===== src/rtl/usb2_arb_pkg.sv =====
// ============================================================================
// usb2_arb_pkg : shared widths, defaults and FSM state type for the IN arbiter
// Rev 1.0
// ============================================================================
`default_nettype none

package usb2_arb_pkg;

    localparam int ADDR_W          = 9;
    localparam int LEN_W           = 10;
    localparam int DEFAULT_MAX_PKT = 512;

    typedef enum logic [1:0] {
        ST_IDLE     = 2'd0,
        ST_XFER     = 2'd1,
        ST_COMMIT   = 2'd2,
        ST_WAIT_RDY = 2'd3
    } arb_state_t;

endpackage

`default_nettype wire


===== src/rtl/usb2_rr_pick.sv =====
// ============================================================================
// usb2_rr_pick : first set request at or after the pointer, wrapping, one-hot
// Rev 1.0
// ============================================================================
`default_nettype none

module usb2_rr_pick #(
    parameter int N     = 2,
    parameter int PTR_W = 1
) (
    input  logic [N-1:0]     req,
    input  logic [PTR_W-1:0] ptr,
    output logic [N-1:0]     gnt,
    output logic             found
);

    // First pass scans ptr..N-1, second pass wraps to 0..ptr-1.
    always_comb begin
        gnt   = '0;
        found = 1'b0;
        for (int i = 0; i < N; i++) begin
            if (!found && req[i] && (i >= int'(ptr))) begin
                gnt[i] = 1'b1;
                found  = 1'b1;
            end
        end
        for (int i = 0; i < N; i++) begin
            if (!found && req[i]) begin
                gnt[i] = 1'b1;
                found  = 1'b1;
            end
        end
    end

endmodule

`default_nettype wire


===== src/rtl/usb2_in_arbiter.sv =====
// ============================================================================
// usb2_in_arbiter : round-robin owner of the core's single IN endpoint buffer
// Rev 1.0
// ============================================================================
`default_nettype none

module usb2_in_arbiter
    import usb2_arb_pkg::*;
#(
    parameter int NUM_REQ     = 2,
    parameter int MAX_PKT     = DEFAULT_MAX_PKT,
    parameter int ACK_TIMEOUT = 4095
) (
    input  logic                   ext_clk,
    input  logic                   reset_n,
    input  logic [NUM_REQ-1:0]     req_valid,
    input  logic [8*NUM_REQ-1:0]   req_data,
    input  logic [NUM_REQ-1:0]     req_last,
    output logic [NUM_REQ-1:0]     req_ready,
    output logic [ADDR_W-1:0]      buf_in_addr,
    output logic [7:0]             buf_in_data,
    output logic                   buf_in_wren,
    input  logic                   buf_in_ready,
    output logic                   buf_in_commit,
    output logic [LEN_W-1:0]       buf_in_commit_len,
    input  logic                   buf_in_commit_ack,
    output logic [NUM_REQ-1:0]     grant,
    output logic                   busy,
    output logic                   err_commit_timeout
);

    localparam int IDX_W = (NUM_REQ > 1) ? $clog2(NUM_REQ) : 1;
    localparam int TO_W  = (ACK_TIMEOUT > 0) ? $clog2(ACK_TIMEOUT + 1) : 1;

    arb_state_t          state;
    arb_state_t          state_nxt;
    logic                ready_s1, ready_s2;
    logic                ack_s1, ack_s2;
    logic [IDX_W-1:0]    rr_ptr;
    logic [IDX_W-1:0]    grant_idx;
    logic [IDX_W-1:0]    next_ptr;
    logic [LEN_W-1:0]    count;
    logic [TO_W-1:0]     to_cnt;
    logic                truncated;
    logic [NUM_REQ-1:0]  pick_gnt;
    logic                pick_found;
    logic [7:0]          sel_data;
    logic                sel_last;
    logic                start;
    logic                accept;
    logic                pkt_end;
    logic                timeout;
    logic                release_pkt;
    logic                resume;

    usb2_rr_pick #(
        .N     (NUM_REQ),
        .PTR_W (IDX_W)
    ) u_pick (
        .req   (req_valid),
        .ptr   (rr_ptr),
        .gnt   (pick_gnt),
        .found (pick_found)
    );

    // Core-domain handshakes are double-flopped before any use.
    always_ff @(posedge ext_clk or negedge reset_n) begin
        if (!reset_n) begin
            ready_s1 <= 1'b0;
            ready_s2 <= 1'b0;
            ack_s1   <= 1'b0;
            ack_s2   <= 1'b0;
        end else begin
            ready_s1 <= buf_in_ready;
            ready_s2 <= ready_s1;
            ack_s1   <= buf_in_commit_ack;
            ack_s2   <= ack_s1;
        end
    end

    always_comb begin
        sel_data  = '0;
        sel_last  = 1'b0;
        grant_idx = '0;
        for (int i = 0; i < NUM_REQ; i++) begin
            if (grant[i]) begin
                sel_data  = req_data[8*i +: 8];
                sel_last  = req_last[i];
                grant_idx = IDX_W'(i);
            end
        end
    end

    assign next_ptr  = (grant_idx == IDX_W'(NUM_REQ - 1)) ? '0 : grant_idx + IDX_W'(1);
    assign req_ready = (state == ST_XFER) ? grant : '0;
    assign busy      = (state != ST_IDLE);

    always_ff @(posedge ext_clk or negedge reset_n) begin
        if (!reset_n) begin
            state <= ST_IDLE;
        end else begin
            state <= state_nxt;
        end
    end

    always_comb begin
        state_nxt   = state;
        start       = 1'b0;
        accept      = 1'b0;
        pkt_end     = 1'b0;
        timeout     = 1'b0;
        release_pkt = 1'b0;
        resume      = 1'b0;
        case (state)
            ST_IDLE: begin
                if (ready_s2 && !ack_s2 && pick_found) begin
                    start     = 1'b1;
                    state_nxt = ST_XFER;
                end
            end
            ST_XFER: begin
                accept = |(req_valid & grant);
                if (accept && (sel_last || (count == LEN_W'(MAX_PKT - 1)))) begin
                    pkt_end   = 1'b1;
                    state_nxt = ST_COMMIT;
                end
            end
            ST_COMMIT: begin
                if (ack_s2) begin
                    state_nxt = ST_WAIT_RDY;
                end else if (to_cnt == TO_W'(ACK_TIMEOUT)) begin
                    timeout   = 1'b1;
                    state_nxt = ST_IDLE;
                end
            end
            ST_WAIT_RDY: begin
                if (!ack_s2 && ready_s2) begin
                    if (truncated) begin
                        resume    = 1'b1;
                        state_nxt = ST_XFER;
                    end else begin
                        release_pkt = 1'b1;
                        state_nxt   = ST_IDLE;
                    end
                end
            end
            default: state_nxt = ST_IDLE;
        endcase
    end

    always_ff @(posedge ext_clk or negedge reset_n) begin
        if (!reset_n) begin
            grant              <= '0;
            rr_ptr             <= '0;
            count              <= '0;
            to_cnt             <= '0;
            truncated          <= 1'b0;
            buf_in_addr        <= '0;
            buf_in_data        <= '0;
            buf_in_wren        <= 1'b0;
            buf_in_commit      <= 1'b0;
            buf_in_commit_len  <= '0;
            err_commit_timeout <= 1'b0;
        end else begin
            buf_in_wren        <= accept;
            err_commit_timeout <= timeout;
            if (start) begin
                grant <= pick_gnt;
                count <= '0;
            end
            if (accept) begin
                buf_in_addr <= count[ADDR_W-1:0];
                buf_in_data <= sel_data;
                count       <= count + LEN_W'(1);
            end
            if (resume) begin
                count <= '0;
            end
            // A packet cut at MAX_PKT without req_last continues under the same grant.
            if (pkt_end) begin
                buf_in_commit     <= 1'b1;
                buf_in_commit_len <= count + LEN_W'(1);
                truncated         <= !sel_last;
                to_cnt            <= '0;
            end
            if (state == ST_COMMIT) begin
                if (ack_s2 || timeout) begin
                    buf_in_commit <= 1'b0;
                end else begin
                    to_cnt <= to_cnt + TO_W'(1);
                end
            end
            if (timeout || release_pkt) begin
                grant  <= '0;
                rr_ptr <= next_ptr;
            end
        end
    end

endmodule

`default_nettype wire


===== config.mk =====
export PLATFORM = sky130hd
export DESIGN_NAME = usb2_in_arbiter
export DESIGN_NICKNAME = d
export VERILOG_FILES = /design/src/rtl/usb2_arb_pkg.sv /design/src/rtl/usb2_rr_pick.sv /design/src/rtl/usb2_in_arbiter.sv
export SDC_FILE = /design/constraint.sdc
export NUM_CORES = 1
export LEC_CHECK = 0
export CORE_MARGIN = 2
export CORE_UTILIZATION = 52
export CTS_CLUSTER_DIAMETER = 80
export CTS_CLUSTER_SIZE = 12
export DETAILED_ROUTE_END_ITERATION = 8
export PLACE_DENSITY = 0.8
export SLEW_MARGIN = 20
export SYNTH_ARGS = -nofsm -noshare
export SYNTH_HDL_FRONTEND = slang
export SYNTH_SLANG_ARGS = --single-unit

===== constraint.sdc =====
create_clock -name ext_clk -period 2.5 [get_ports ext_clk]
set_input_delay 0.5 -clock ext_clk [delete_from_list [all_inputs] [get_ports ext_clk]]
set_output_delay 0.5 -clock ext_clk [all_outputs]
set_load 0.03 [all_outputs]

After elaboration in Yosys (flattened, before gate mapping)
Cells that the tools add are included.
W data, S select, Z words.

storage, ports and cells
  flip-flop bits (word level) = 62
  input bits = 24
  output and inout port bits = 35
  logic and storage cells = 97

operators by class
  add/sub/neg operators = 3
  order comparisons = 1
  equality and inequality tests = 9
  mux-type cells = 46
  bitwise logic cells = 1
  reductions and logical operators = 21

operators by type and width
  cell                     number
  $mux W12                 3
  $mux W10                 3
  $mux W1                  29
  $mux W2                  8
  $mux W8                  2
  $add A12 B1 Y12 const B  1
  $eq A12 B12 Y1 const B   1
  $add A10 B1 Y10 const B  1
  $eq A10 B9 Y1 const B    1
  $pmux W2 S4              1
  $logic_and A1 B1 Y1      7
  $logic_not A1 Y1         5
  $eq A2 B2 Y1 const B     2
  $ne A2 B2 Y1 const B     2
  $reduce_and A4 Y1        1
  $reduce_bool A2 Y1       2
  $logic_or A1 B1 Y1       3
  $ne A3 B3 Y1 const B     1
  $reduce_bool A3 Y1       1
  $and A2 B2 Y2            1
  $eq A2 B1 Y1 const B     1
  $logic_not A2 Y1         1
  $ne A2 B1 Y1 const B     1
  $reduce_or A2 Y1         1
  2 further kinds          2

Logic depth before layout (Yosys ltp)
Gate-level depths: netlist of run 1.

  depth in word-level cells = 18
  gate-level depth with buffers = 7

Hierarchy
A second synthesis of run 1 with hierarchy kept.

unflattened totals
  cell total of the unflattened synthesis = 292
  area, all modules = 3,101.7 sq um

by module, submodules not included
  module           instances  cells an instance  area each (sq um)  sequential area each (sq um)
  usb2_in_arbiter  1          288                3,076.7            1,551.5
  usb2_rr_pick     1          4                  25.0               0.0

Worst setup path before layout of run 1
OpenSTA, ideal clock, no wires.

  path kind = flip-flop to flip-flop
  start = register grant[0]
  end = register buf_in_commit_len[1]
  setup time = 0.125 ns
  arrival = 1.897 ns
  setup slack = 0.478 ns
  stages on the path, launching flop included = 6
  path buffers = 1
  clock period less this slack = 2.022 ns
  path through = dfrtp_1 -> a22oi_1 -> or4_1 -> buf_2 -> nand2_4 -> mux2_2

between the ends
  longest elaborated chain between the ends = 6
  elaborated cells on any way between the ends = 8
  those cells by class = mux (4); bitwise (1); reduce/logical (3)

RTL lines
  what                     RTL line                text
  start, declared          usb2_in_arbiter.sv:27   output logic [NUM_REQ-1:0] grant,
  start signal, assigned   usb2_in_arbiter.sv:168  grant <= pick_gnt;
  $mux W1 (2 in a row)     usb2_in_arbiter.sv:86   if (grant[i]) begin
  $logic_or A1 B1 Y1       usb2_in_arbiter.sv:123  if (accept && (sel_last || (count == LEN_W'(MAX_PKT - 1)))) begin
  $logic_and A1 B1 Y1 (*)  usb2_in_arbiter.sv:123
  $mux W1 (*)              usb2_in_arbiter.sv:123
  $mux W1 (*)              usb2_in_arbiter.sv:114  case (state)
  end signal, assigned     usb2_in_arbiter.sv:182  buf_in_commit_len <= count + LEN_W'(1);
  end, declared            usb2_in_arbiter.sv:25   output logic [LEN_W-1:0] buf_in_commit_len,

Mark *: on every way between the ends. The rest lies on a longest branch, timed or not.
A chain may end at the register's enable or synchronous reset.

Final worst setup path of run 1
  start = register state[0]
  end = output req_ready[0]

between the ends
  longest elaborated chain between the ends = 2

RTL lines
  what                    RTL line                text
  start, declared         usb2_in_arbiter.sv:35   arb_state_t state;
  start signal, assigned  usb2_in_arbiter.sv:102  state <= state_nxt;
  $eq A2 B1 Y1            usb2_in_arbiter.sv:95   assign req_ready = (state == ST_XFER) ? grant : '0;
  $mux W2                 usb2_in_arbiter.sv:95
  end, declared           usb2_in_arbiter.sv:19   output logic [NUM_REQ-1:0] req_ready,

No other way between the ends.

==> reports/summary.txt, run 1 <==
Total CTS buffers - 9
Final GP Congestion - 0.795
CTS tree - yes
Initial Utilization - 54.4%
CTS Hold Bufs - 0
Flops & latches, synth - 62
Multiplexer share of the synthesized area - 6.02%
Avg Cell Area, Syn - 10.3 um^2
Post-DR vias/cell - 5.57
Die width - 80.2 um
Critical Path RT - 2.00 ns
CTS Sinks - 62
Post-Synth XOR/XNOR Area - 2.61%
Via Count - 2464
Grt ovf - 0
Max Slew Vio Count - 0
Synth Instances - 294
MaxCap Viol Count - 0
Worst-Skew Late Latency - 0.34 ns
Worst Setup End Kind - primary output
Cell Rows - 27
Nets - 391
Reg2reg setup slack - 0.43 ns
Critical path cell sequence - nor2b_2, and2_1, clkdlybuf4s50_1
CTS Root Cell - clkbuf_8
Slew HR - 49.4%
Drt total wl - 6510 um
Commonest non-fill, non-tap cell in the layout - dfrtp_1
Pleak - 0.00172 uW
Critical Setup Path Class - reg -> out
CP max stage delay - 0.67 ns
Largest family of logic cells by synthesized area - simple AND/OR/NAND/NOR gates
Crit path launch type - register
Ports - 59
Net Count, Synth - 320
Final setup vio count - 0
Ratio of cells with drive above 1 in the final layout - 14.6%
Worst Path Arrival - 1.84 ns
Simple-gate share of the synthesized area - 22.0%
ANT cells - 0
Mapped cell area - 3020 um^2
Final hold viol count - 0
Post-synthesis compound-gate area fraction - 12.9%
Worst-path clk slew - 0.07 ns
Die area - 6420 um^2
Slowest stage cell on the critical path - clkdlybuf4s50_1
RSZ-0062 raised after global routing - false
# DRC - 0
Skew final - 0.00808 ns
Routed len/inst - 14.7 um
Adder-Cell Fraction of Synth Area - 0.830%
Peak VDD IR - 0.000289 V
Initial DRC count - 152
Most frequent cells in the layout - dfrtp_1, clkdlybuf4s50_1, nand2_1
Post-synth cell types - 50
DPL Wire Length - 4640 um
Ys flop type - dfrtp_1
Htree depth - 3
Initial DRT Pass Iterations - 4
I/O Buffers - 58
Clock buffer depth - 2
First-pass GRT wire length - 11100 um
Slew @ Worst Pin - 0.759 ns
Vias in the first global route - 2362
Highest clock rate - 0.428 GHz
Dpl cell area - 3730 um^2
Area Growth Syn to Fin - 29.3%
Antenna violations before repair - 0
Tot GR Track Use - 22.5%
Antenna-violating nets left - 0
Async SR Flop Fraction - 100%
Sequential-to-total area share from yosys stat - 51.5%
Pwr dens - 465 nW/um^2
Post-CTS setup buffers - 0
Fin crit share - 93.4%
Post-synth EDFFs - 0
Fin crit period - 2.34 ns
Die height - 80.2 um
Ys Warns - 0
Worst Path Max Fanout - 6
Setup tns final - 0 ns
Core region area - 5540 um^2
Design area - 3900 um^2
Hold Path Class - in -> async
Outcome - finished, final reports clean
Largest net degree at the start of global routing - 63
[layout make-up]
| type | instances | area [um^2] |
|---|---|---|
| inverters | 10 | 37.5 |
| well taps | 72 | 90.1 |
| flip-flops and latches | 62 | 1550 |
| multi-input cells | 206 | 1340 |
| clock inverters | 6 | 38.8 |
| fillers | 445 | 1640 |
| clock buffers | 10 | 128 |
| repair buffers | 76 | 711 |
[power breakdown]
group / switching, uW / total (uW) / leakage (uW) / internal, uW
Combinational: 25.1 / 58.5 / 0.000846 / 33.4
Clock: 389 / 744 / 0.0000820 / 355
Sequential: 3.39 / 1010 / 0.000789 / 1010
Total: 417 / 1810 / 0.00172 / 1390
[registers in the layout, indices dropped and copies added (netlist names)]
register	cells
ack_s1	1
ack_s2	1
buf_in_addr	9
buf_in_commit	1
buf_in_commit_len	10
buf_in_data	8
buf_in_wren	1
count	10
err_commit_timeout	1
grant	2
ready_s1	1
ready_s2	1
rr_ptr	1
state	2
to_cnt	12
truncated	1
[final timing paths]
check	startpoint	endpoint	cells past startpoint
worst max-delay path	state[0]$_DFFE_PN0P_	req_ready[0]	3
worst max register to register	count[1]$_DFFE_PN0P_	buf_in_commit_len[5]$_DFFE_PN0P_	5
min in group ext_clk	ack_s1$_DFF_PN0_	ack_s2$_DFF_PN0_	0
worst min-delay path	reset_n	rr_ptr$_DFFE_PN0N_	2
worst min register to register	ack_s1$_DFF_PN0_	ack_s2$_DFF_PN0_	0
max in group asynchronous	reset_n	to_cnt[3]$_DFF_PN0_	2
[per-layer routing]
layer,share of wire [%],vias to the layer above,GRT usage (%)
met5,0,-,0
met4,1.5,0,9.49
met3,6.5,11,6.63
met2,46,73,32.6
met1,46,1181,31.6
li1,-,1199,-
[kinds of logic (layout without fill, tap and decap cells)]
family / count (synthesis) / in the layout
compound gates: 55 / 55
xor+xnor: 9 / 9
fa+ha+maj: 2 / 2
buf+inv: 26 / 102
flops: 62 / 62
mux: 17 / 17
simple gates: 123 / 123
[repair_timing]
action                                  in CTS  in global routing
resized for setup                            0                  1
endpoints found under the hold margin        0                  0
endpoints found under the setup margin       0                  2
[through the flow]
stage	hold slack [ns]	util (%)	instances	worst slack [ns]	total power, uW
CTS	0.329	70.3	442	0.0709	1830
detailed placement	0.335	67.3	426	0.0545	1090
floorplan	0.204	-	294	0.478	1030
finish	0.303	70.3	442	0.164	1810
global route	0.360	70.3	442	0.0856	1900
global placement	0.333	67.3	426	0.0919	1090
[critical path: cells and delay by family (launching register included)]
family,cells,cell delay [ns]
buffers and inverters,1,0.67
and+or+nand+nor,2,0.40
DFF,1,0.43
[synth_stat cells, drive strengths merged (6+ instances only)]
master	n	area share, %
or3	9	1.9
nand2	40	5.2
nand4	7	1.7
mux2	9	3.4
a221oi	7	2.0
dfrtp	62	51
inv	10	1.2
xnor2	6	1.7
buf	10	2.2
mux2i	8	2.7
o21ai	14	2.3
nor2	20	2.5
clkbuf	6	0.75
a21oi	6	1.0
nand3	14	2.5
Power figures use the tool's default switching activity.
==> run 2, diff against run 1 <==
- clock period: 2.5 -> 2.6 ns (I/O delays scaled with it)
==> run 2 against run 1 <==
Largest power group unchanged. Clock power is 21% higher. Sequential share of layout area about the same. Critical path type unchanged. Sequential cell count stayed put. Die area is the same. Wire length is 2.2% higher.
==> reports/summary.txt, run 2 (synthesized netlist as in run 1, its figures left out) <==
Buffers and inverters on the worst path - 1
Final hold viol count - 0
Vias in the first global route - 2492
Area Growth Syn to Fin - 29.2%
CTS Hold Bufs - 0
Worst Path Arrival - 1.92 ns
Hold Path Class - in -> async
Worst Setup SP - state[0]$_DFFE_PN0P_
Dpl cell area - 3690 um^2
Total CTS buffers - 9
Die width - 80.2 um
Initial DRT Pass Iterations - 4
Design area - 3890 um^2
MaxCap Viol Count - 0
Fin worst setup slack - 0.157 ns
CTS tree - yes
CTS Sinks - 62
Initial DRC count - 146
CP delay by family, top - buffers and inverters
Fill cells - 458
Tot GR Track Use - 23.6%
Drt total wl - 6650 um
Core region area - 5540 um^2
Peak VDD IR - 0.000439 V
Worst-Skew Late Latency - 0.34 ns
Ratio of cells with drive above 1 in the final layout - 12.6%
Slew @ Worst Pin - 0.773 ns
Clock buffer depth - 2
Antenna-violating nets left - 0
CP max stage delay - 0.66 ns
Outcome - finished, final reports clean
Final setup vio count - 0
Final Total Pwr - 1930 uW
Die height - 80.2 um
Grt ovf - 0
Worst Path Max Fanout - 6
Critical Setup Path Class - reg -> out
ANT cells - 0
Die area - 6420 um^2
Critical path cell sequence - nor2b_1, and2_1, clkdlybuf4s50_1
I/O Buffers - 58
Final GP Congestion - 0.778
Worst-path clk slew - 0.07 ns
# resized after CTS - 0
Number of flip-flops under the largest register name - 12
CTS Root Cell - clkbuf_8
DPL Wire Length - 4710 um
Post-DR vias/cell - 5.72
Pwr dens - 495 nW/um^2
Antenna violations before repair - 0
Skew final - 0.00829 ns
Fin crit period - 2.44 ns
Largest Register - to_cnt
Fin crit share - 94.0%
Initial Utilization - 54.4%
Crit path launch type - register
First-pass GRT wire length - 11600 um
Post-Layout Cell Count - 436
Reg2reg start - count[1]$_DFFE_PN0P_
Pre-CTS setup slack - 0.0823 ns
Slew HR - 48.5%
# DRC - 0
Max Slew Vio Count - 0
Ports - 59
Largest net degree at the start of global routing - 63
Pleak - 0.00171 uW
Critical Path RT - 2.08 ns
Post-CTS setup buffers - 0
Setup tns final - 0 ns
Cell Rows - 27
RSZ-0062 raised after global routing - false
Cells after DPL - 421
Commonest non-fill, non-tap cell in the layout - dfrtp_1
Highest clock rate - 0.409 GHz
Nets - 386
Most frequent cells in the layout - dfrtp_1, clkdlybuf4s50_1, nand2_1
Routed len/inst - 15.3 um
Slowest stage cell on the critical path - clkdlybuf4s50_1
Biggest regs - to_cnt x12, buf_in_commit_len x10, count x10
Via Count - 2493
Worst Setup End Kind - primary output
Htree depth - 3
[run 2: cell types whose count changed in the layout (fill, tap and decap cells not counted)]
| cell | delta |
|---|---|
| buf_4 | -5 |
| clkinv_2 | -2 |
| nor2b_1 | +1 |
| bufinv_16 | +2 |
| clkinvlp_4 | -1 |
| clkbuf_1 | +1 |
| clkinv_4 | -1 |
| nor2b_2 | -1 |
[run 2: worst paths after layout]
| kind | to | slack, ns | cells after the start |
|---|---|---|---|
| max in group asynchronous | to_cnt[11]$_DFF_PN0_ | 1.75 | 2 |
| max | req_ready[1] | 0.16 | 3 |
| min in group ext_clk | ready_s2$_DFF_PN0_ | 0.35 | 0 |
| min | rr_ptr$_DFFE_PN0N_ | 0.32 | 2 |
| min reg2reg | ready_s2$_DFF_PN0_ | 0.35 | 0 |
| max reg2reg | buf_in_commit_len[3]$_DFFE_PN0P_ | 0.42 | 5 |
[run 2: worst reg2reg max path: cells and delay by family (launching register included)]
| kind | cells | cell delay, ns |
|---|---|---|
| flip-flops | 1 | 0.41 |
| AND/OR/NAND/NOR | 3 | 1.01 |
| multiplexers | 1 | 0.37 |
| adder cells (fa/ha/maj) | 1 | 0.28 |
[run 2: report_power, final]
group	total (uW)	internal, uW	switching [uW]
registers	971	968	3.06
clock network	902	533	368
logic	56.6	32.1	24.5
[run 2: layout make-up]
cell class                 count  area [um^2]  area share (%)
clock inverter                 4         72.6            1.86
sequential                    62         1550            39.8
multi-input combinational    206         1340            34.4
timing repair buffer          71          673            17.3
clock buffer                  11          131            3.37
tap                           72         90.1            2.31
inverter                      10         37.5           0.964
[run 2: metrics by stage]
stage          hold slack (ns)  utilization [%]
2_1_floorplan            0.224                -
3_3_place_gp             0.332             66.6
3_5_place_dp             0.335             66.6
4_1_cts                  0.350             70.3
5_1_grt                  0.362             70.3
6_report                 0.323             70.3
[run 2: per-layer routing]
layer / track usage (%) / vias up / share of wire, %
li1: - / 1191 / -
met1: 31.9 / 1227 / 46
met2: 35.8 / 68 / 47
met3: 5.51 / 7 / 6.0
met4: 11.2 / 0 / 1.4
met5: 0 / - / 0
